<file path="src/rtl/m_cache_refill.sv">
// Miss handler / two-word line refill for the direct-mapped cache.
// Optional: `define CRITICAL_WORD_FIRST_EN fetches the addressed word first.
module m_cache_refill #(
  parameter  int IDX_W = 5,
  localparam int TAG_W = 29 - IDX_W,
  localparam int WD_W  = 65 + TAG_W
) (
  input  logic              w_clk,
  input  logic              w_rst_n,
  input  logic              w_req,
  input  logic [31:0]       w_adr,
  input  logic              w_hit,
  output logic              w_stall,
  output logic              w_mreq,
  output logic [31:0]       w_madr,
  input  logic              w_mrdy,
  input  logic [31:0]       w_mdata,
  output logic              w_we,
  output logic [IDX_W-1:0]  w_wadr,
  output logic [WD_W-1:0]   w_wd
);

  typedef enum logic [1:0] {IDLE, FETCH0, FETCH1, FILL} state_t;

  state_t      state_q, state_d;
  logic [28:0] base_q, base_d;
  logic [31:0] word0_q, word0_d;
  logic [31:0] word1_q, word1_d;
  logic        first_hi;
  logic        unused_adr;

  assign unused_adr = ^w_adr[2:0];

`ifdef CRITICAL_WORD_FIRST_EN
  logic crit_q, crit_d;
  assign first_hi = crit_q;

  always_ff @(posedge w_clk or negedge w_rst_n) begin
    if (!w_rst_n) crit_q <= 1'b0;
    else          crit_q <= crit_d;
  end
`else
  assign first_hi = 1'b0;
`endif

  always_ff @(posedge w_clk or negedge w_rst_n) begin
    if (!w_rst_n) begin
      state_q <= IDLE;
      base_q  <= '0;
      word0_q <= '0;
      word1_q <= '0;
    end else begin
      state_q <= state_d;
      base_q  <= base_d;
      word0_q <= word0_d;
      word1_q <= word1_d;
    end
  end

  always_comb begin
    state_d = state_q;
    base_d  = base_q;
    word0_d = word0_q;
    word1_d = word1_q;
`ifdef CRITICAL_WORD_FIRST_EN
    crit_d  = crit_q;
`endif
    w_mreq  = 1'b0;
    w_madr  = '0;
    w_we    = 1'b0;
    w_wadr  = '0;
    w_wd    = '0;
    w_stall = (state_q != IDLE) | (w_req & ~w_hit);

    case (state_q)
      IDLE: begin
        if (w_req && !w_hit) begin
          base_d  = w_adr[31:3];
`ifdef CRITICAL_WORD_FIRST_EN
          crit_d  = w_adr[2];
`endif
          state_d = FETCH0;
        end
      end
      FETCH0: begin
        w_mreq = 1'b1;
        w_madr = {base_q, first_hi, 2'b00};
        if (w_mrdy) begin
          // Data lands by address, not by fetch order.
          if (first_hi) word1_d = w_mdata;
          else          word0_d = w_mdata;
          state_d = FETCH1;
        end
      end
      FETCH1: begin
        w_mreq = 1'b1;
        w_madr = {base_q, ~first_hi, 2'b00};
        if (w_mrdy) begin
          if (first_hi) word0_d = w_mdata;
          else          word1_d = w_mdata;
          state_d = FILL;
        end
      end
      FILL: begin
        w_we    = 1'b1;
        w_wadr  = base_q[IDX_W-1:0];
        w_wd    = {1'b1, base_q[28:IDX_W], word1_q, word0_q};
        state_d = IDLE;
      end
      default: state_d = IDLE;
    endcase
  end

endmodule

</file>
<file path="config.mk">
export PLATFORM = sky130hd
export DESIGN_NAME = m_cache_refill
export DESIGN_NICKNAME = d
export VERILOG_FILES = /design/src/rtl/m_cache_refill.sv
export SDC_FILE = /design/constraint.sdc
export NUM_CORES = 1
export LEC_CHECK = 0
export ABC_AREA = 0
export BUFFER_PORTS_ARGS = -buffer_cell sky130_fd_sc_hd__buf_2
export CAP_MARGIN = 20
export CORE_MARGIN = 3
export CORE_UTILIZATION = 35
export DETAILED_ROUTE_END_ITERATION = 16
export MAX_ROUTING_LAYER = met4
export SYNTH_ARGS = -nofsm -noshare
export SYNTH_HDL_FRONTEND = slang
export SYNTH_SLANG_ARGS = --single-unit
</file>
<file path="constraint.sdc">
create_clock -name w_clk -period 2.65 [get_ports w_clk]
set_input_delay 0.53 -clock w_clk [delete_from_list [all_inputs] [get_ports w_clk]]
set_output_delay 0.53 -clock w_clk [all_outputs]
set_load 0.01 [all_outputs]
</file>
# Word level (Yosys, flattened, before mapping)
# Index checks and enable logic that the tools add are counted.
classes:
  mux: 9
  reduce_logical: 9
  eq_ne: 6
  bitwise_logic: 3
op_table:
  columns: ["cell", "count"]
  rows:
  - ["89-bit two-way mux", 1]
  - ["32-bit case mux with 2 select lines", 1]
  - ["2-bit case mux with 4 select lines", 1]
  - ["2-bit two-way mux", 3]
  - ["2-bit inequality test (second input constant)", 3]
  - ["2-bit AND reduction", 3]
  - ["5-bit two-way mux", 1]
  - ["2-bit == test (second input constant)", 2]
  - ["3-bit AND reduction", 1]
  - ["2-bit by 1-bit == test with 1-bit output (second input constant)", 1]
  - ["2-bit logical NOT", 1]
  - ["1-bit two-way mux", 2]
  - ["2-bit nonzero test", 1]
  - ["2-bit OR reduction", 1]
  - ["1-bit AND", 1]
  - ["1-bit logical AND", 1]
  - ["1-bit logical NOT", 1]
  - ["1-bit inverter", 1]
  - ["1-bit bitwise OR", 1]
word_totals:
  in_bits: 69
  register_bits: 95
  out_inout_bits: 129

# Logic depth before layout (Yosys ltp)
# Gate-level depths: netlist of the first run.
depth:
  ltp_word: 4
  ltp_mapped: 6

# Worst setup path after synthesis of the first run
# No wires, ideal clock.
synth_timing:
  path_kind: "flip-flop to output port"
  start: "register state_q[1]"
  end: "output port w_madr[16]"
  t_required_ns: 2.120
  arrival_time_ns: 1.472
  path_slack_ns: 0.648
  path_buffers: 2
  stages_incl_launch_ff: 7
  cell_sequence: "dfrtp_1 inv_1 ha_1 o21a_1 buf_2 clkbuf_1 and2_1"
synth_between:
  elab_chain_len: 2
  elab_cells_between_ends: 3
synth_rtl:
  columns: ["item", "line", "source"]
  rows:
  - ["start, declared", "25", "state_t state_q, state_d;"]
  - ["start signal, assigned", "53", "state_q <= state_d;"]
  - ["2-bit == test / 2-bit by 1-bit == test with 1-bit output (equally long branches)", "75", "case (state_q)"]
  - ["32-bit case mux with 2 select lines *", "75", null]
  - ["end, declared", "15", "output logic [31:0] w_madr,"]
# Mark *: on every way between the ends. The rest lies on a longest branch, timed or not.

# Worst setup path in the final report of the first run
layout_timing:
  start: "register state_q[1]"
  end: "output port w_madr[7]"
# Same word-level chain as after synthesis.

==> metrics, run 1 <==
status finished clean; Post-DRT Antenna Nets 0; die width 119.5 microns; Worst EP arrival 1.84 ns; M1 WL 4.576 mm; WL/cell 15.03 microns; Most used DFF post-synth dfrtp_1; hold_buf cts 0; Area growth, synth to finish 30.89%; crit path from state_q[1]; Yosys Warn Count 0; CP required 2.12 ns; Cell Pwr Density 1177 nW/um^2; #FFs+latches synth 95; max cap viols 0; top-count cell post-synth and2_1; crit path max fanout 29; buffers added on ports 192; Cell variety after synth 19; routed length on met3 542 microns; vias in the first global route 3323; deepest clock path buffer count 2; via count 3237; synthesized cell area 4512 sq um; end of the critical path w_madr[7]; post-synth top area share 52.69%; asr flop ratio synth 100.0%; Sinks on Clock Net 95; Avg Inst Size Synth 12.71 sq um; Worst setup SP type register; I/O pin count 198; Worst-Skew Late Latency 0.34 ns; Setup crit end kind output port; metal2 WL 5.339 mm; initial core utilization 36.65%; Final setup viols 0; vias per cell 4.540; period utilisation layout 89.55%; Hold Path Class in2async; Cells after Synth 355; Final Hold Vio Count 0; post-route design area 5906 sq um; DRT iter0 DRCs 119; share of cells above drive strength 1 55.05%; CTS root buf clkbuf_16; Congestion Overflow GR 0; Worst Clk Skew 0.004155 ns; post-CTS sizing 0; final wirelength 10.71 mm; drt first pass iters 4; diodes inserted 0; Post-route DRC 0; Fmax achieved 421.4 MHz; Setup Buffers After CTS 0; Die Ht 119.5 microns; R2R Setup Slk 0.89 ns; fin nets 617; fill count 1186; FP Rows 40; core area 12310 sq um; P_leak 3.119 nW; Area contributors post-synth dfrtp_1 53%, mux2_2 19%, and2_1 17%, mux2_4 3.3%, ha_1 1.7%; initial antenna violation count 0; CTS tree yes; Synth area leader dfrtp_1; clock slew at reported path FFs 0.06 ns; Routability Congestion 0.7230; CTS H-Tree Depth 3; GRT Util Overall 15.89%; Cell Area, Placed 5659 sq um; count of pins over their slew limit 0; Worst Reg-to-Reg Cells 5; Critical R2R Launch state_q[0]; detailed placer's ending HPWL 7.876 mm; first-pass GRT wire length 17.37 mm; CP Class reg2out; top cells by count, synth 122 x and2_1, 95 x dfrtp_1, 78 x mux2_2, 12 x clkbuf_1, 10 x mux2_4; cts bufs inserted 9; Die Area 14290 sq um; VDD IR max 0.4868 mV; RSZ-0062 raised after global routing false; Seq/Total Area, Yosys 52.69%; fin util 47.97%; Setup TNS 0 ns; pin count of the biggest net entering global routing 56; min cycle time layout 2.373 ns; highest metal used met4; EDFF count, synth 0; Crit Reg-Reg Endpoint word1_q[9]
-- cell usage in the layout, fill, tap and decap left out, types with 2 or more instances in the layout --
master     instances
nor2_1             2
clkbuf_1           3
inv_1              2
mux2_4            10
nand2_1            3
conb_1             2
buf_2            191
mux2_2            78
buf_12             3
buf_4              6
and2_1           122
dfrtp_1           95
ha_1               5
clkbuf_16          9
clkinv_2           2
mux2_1             6
-- layout make-up --
type / count / area [sq um] / share of cell area [%]
Timing Repair Buffer: 200 / 1061 / 17.97
Clock inverter: 2 / 10.01 / 0.1695
Sequential cell: 95 / 2377 / 40.25
Clock buffer: 12 / 236.5 / 4.004
Inverter: 2 / 7.507 / 0.1271
Tap cell: 168 / 210.2 / 3.559
Multi-Input combinational cell: 234 / 2003 / 33.92
-- worst max-delay path: stages (launching register included) --
cell and delay (ns):
dfrtp_1 0.42, inv_1 0.10, ha_1 0.32, o21a_1 0.13
buf_4 0.24, and2_1 0.17, buf_2 0.13
-- worst min path at each step --
stage	startpoint	slack, ns	end	depth (start not counted)
after floorplan	w_rst_n	0.23	base_q[0]	0
after global placement	word0_q[8]	0.48	word0_q[8]	1
after detailed placement	word0_q[1]	0.49	word0_q[1]	1
after CTS	w_rst_n	0.13	base_q[17]	1
after global routing	w_rst_n	0.15	base_q[17]	1
final	w_rst_n	0.13	base_q[17]	1
-- kinds of logic (layout without fill, tap and decap cells) --
| group | after synthesis | count (layout) | share of synthesized area (%) |
|---|---|---|---|
| buffers and inverters | 27 | 216 | 3.050 |
| adders and majority gates | 6 | 6 | 1.664 |
| DFF | 95 | 95 | 52.69 |
| AOI/OAI and AO/OA | 2 | 2 | 0.3606 |
| other | 1 | 2 | 0.08311 |
| muxes | 95 | 95 | 24.51 |
| and+or+nand+nor | 129 | 129 | 17.64 |
-- power breakdown --
| group | internal (mW) | total (mW) | switching [mW] | leakage, nW |
|---|---|---|---|---|
| Sequential | 2.20 | 2.57 | 0.375 | 1.13 |
| Clock | 0.623 | 1.12 | 0.501 | 0.122 |
| Combinational | 1.71 | 3.25 | 1.54 | 1.87 |
-- registers in the layout, summed over array words and instances (netlist names) --
register / flops
word0_q: 32
word1_q: 32
base_q: 29
state_q: 2
-- routing by layer --
| layer | global-route usage, % | vias up |
|---|---|---|
| li1 | - | 1529 |
| met1 | 19.28 | 1593 |
| met2 | 25.74 | 100 |
| met3 | 3.393 | 15 |
| met4 | 6.943 | 0 |
| met5 | - | - |
-- metrics by stage --
step                      power [mW]  setup WS, ns  hold slack, ns  std cells
final                          6.951        0.2770          0.1279        713
after global routing           7.503        0.1325          0.1468        713
after CTS                      7.077        0.2450          0.1316        713
after detailed placement       5.916        0.6169          0.4861        699
after global placement         5.807        0.6709          0.4800        699
after floorplan                4.663        0.6477          0.2344        356
Power figures use the tool's default switching activity.
==> run 2, diff against run 1 <==
--- a/config.mk
+++ b/config.mk
@@ -5,7 +5,7 @@
 export SDC_FILE = /design/constraint.sdc
 export NUM_CORES = 1
 export LEC_CHECK = 0
-export ABC_AREA = 0
+export ABC_AREA = 1
 export BUFFER_PORTS_ARGS = -buffer_cell sky130_fd_sc_hd__buf_2
 export CAP_MARGIN = 20
 export CORE_MARGIN = 3
==> run 2 against run 1 <==
  * Area after synthesis grew 3.4%
  * Clock power grew 27%
  * Total power shrank 0.94%
  * Global-route usage shrank 0.30 points
  * Cell count grew 36%
  * Combinational power shrank 8.0%
  * Critical path type unchanged
  * Largest cell class unchanged
==> metrics, run 2 <==
DRT iter0 DRCs 229; CP required 2.12 ns; WL/cell 11.74 microns; Congestion Overflow GR 0; max cap viols 0; clock slew at reported path FFs 0.07 ns; top cells by count, synth 164 x nand2_1, 156 x inv_1, 95 x dfrtp_1, 64 x o21ai_0, 58 x nor2_1; Routability Congestion 0.7462; Setup Buffers After CTS 0; Seq/Total Area, Yosys 50.98%; pin count of the biggest net entering global routing 96; Tot Pwr 6.886 mW; buffers added on ports 192; Setup WS pre-CTS 0.1314 ns; post-synth top area share 50.98%; Fmax achieved 410.0 MHz; FP Rows 41; dpl cells 952; CP Class reg2out; detailed placer's ending HPWL 7.900 mm; CTS root buf clkbuf_16; asr flop ratio synth 100.0%; vias in the first global route 3684; Crit path largest cell delay 0.45 ns; period utilisation layout 92.04%; vias per cell 4.235; Post-route DRC 0; Worst setup SP type register; Worst Reg-to-Reg Cells 6; Most used DFF post-synth dfrtp_1; Yosys Warn Count 0; Worst-Skew Late Latency 0.34 ns; VDD IR max 0.3844 mV; CTS tree yes; Worst-Margin Slew 0.5933 ns; Setup TNS 0 ns; synthesized cell area 4663 sq um; Worst EP arrival 1.91 ns; initial core utilization 36.36%; Sinks on Clock Net 95; first-pass GRT wire length 18.05 mm; fill count 1369; Critical R2R Launch state_q[1]; Area contributors post-synth dfrtp_1 51%, nand2_1 13%, inv_1 13%, o21ai_0 6.9%, nor2_1 4.7%; count of pins over their slew limit 0; Final Hold Vio Count 0; CP max-delay cell o21ai_4; Die Area 14740 sq um; Rel. slew slack 60.45%; crit path max fanout 15; min cycle time layout 2.439 ns; CTS H-Tree Depth 3; Setup crit end kind output port; Cell variety after synth 21; Hold WS 0.1918 ns; share of cells above drive strength 1 30.24%; most frequent cells in the layout 191 x buf_2, 164 x nand2_1, 156 x inv_1; I/O pin count 198; diodes inserted 0; Crit Reg-Reg Endpoint word0_q[2]; biggest regs word0_q: 32 flops, word1_q: 32 flops, base_q: 29 flops; CP cell instances inv_1 > ha_1 > o21ai_4 > nor2_1 > buf_2; P_leak 4.160 nW; status finished clean; Cell Pwr Density 1127 nW/um^2; Final setup viols 0; top-count cell post-synth nand2_1; Area growth, synth to finish 31.07%; cts bufs inserted 9; via count 4104; Die Ht 121.4 microns; leading cell type in the layout, fill and taps excluded buf_2; drt first pass iters 5; Final WS setup 0.2108 ns; RSZ-0062 raised after global routing false; Synth area leader dfrtp_1; GRT Util Overall 15.59%; hold_buf cts 0; Hold Path Class in2async; Post-DRT Antenna Nets 0; fin cells 969; fin nets 867; R2R Setup Slk 0.75 ns; initial antenna violation count 0; deepest clock path buffer count 2; core area 12820 sq um; Cells after Synth 616; die width 121.4 microns; Avg Inst Size Synth 7.570 sq um; final wirelength 11.37 mm; Worst Clk Skew 0.006130 ns; EDFF count, synth 0; #FFs+latches synth 95
run 2: cell count changes after synthesis, moves of 56 or more:
| cell | previous run | this run |
|---|---|---|
| inv_1 | 2 | 156 |
| o21ai_0 | 0 | 64 |
| nand2_1 | 3 | 164 |
| nor2_1 | 2 | 58 |
| and2_1 | 122 | 0 |
| mux2_2 | 78 | 0 |
run 2: through the flow:
step	cell area [sq um]	util [%]
floorplan	4667	-
global placement	5757	44.89
detailed placement	5757	44.89
CTS	6096	47.53
global route	6112	47.66
finish	6112	47.66
run 2: worst max-delay path by stage:
| stage | startpoint | to | slack [ns] |
|---|---|---|---|
| after global routing | state_q[1] | w_madr[20] | 0.03 |
| after global placement | state_q[0] | w_madr[12] | 0.24 |
| after CTS | state_q[0] | w_madr[26] | 0.05 |
| after detailed placement | state_q[0] | w_madr[26] | 0.13 |
| final | state_q[1] | w_madr[26] | 0.21 |
| after floorplan | state_q[0] | w_madr[16] | 0.74 |
run 2: where the power goes:
group	switching (mW)	internal (mW)
registers	0.355	2.12
clock network	0.561	0.858
logic	1.87	1.13
run 2: logic make-up (layout without fill, tap and decap cells):
kind of cell    Yosys count  count (layout)  share of synthesized area, %
fa+ha+maj                 6               6                         1.610
other cells               1               2                       0.08042
compound gates           95              96                         11.86
flops                    95              95                         50.98
buf+inv                 191             370                         16.77
simple gates            228             228                         18.70
run 2: layer usage:
metal / vias to the layer above / wire length (microns) / GRT usage, %
met5: - / 0 / -
met4: 0 / 216 / 6.022
met3: 15 / 857 / 3.217
met2: 144 / 4919 / 22.76
met1: 1814 / 5379 / 21.38
li1: 2131 / - / -
run 2: timing repair:
item                       in CTS  in global routing
setup endpoints to repair      29                 29
resized for setup               1                  1
hold endpoints to repair        0                  0
pin swaps                       0                  1
gates cloned                    0                  1
run 2: critical path, delay by kind of cell, from the launching register on:
kind            cells  cell delay [ns]
buf+inv             2             0.27
flops               1             0.44
simple gates        1             0.10
fa+ha+maj           1             0.31
compound gates      1             0.45
run 2: cell type report:
type	instances	area, sq um	area share, %
Tap cell	172	215.2	3.521
Multi-Input combinational cell	332	1548	25.32
Sequential cell	95	2377	38.89
Clock inverter	6	92.59	1.515
Timing Repair Buffer	197	1051	17.20
Clock buffer	10	239.0	3.910
Inverter	157	589.3	9.642
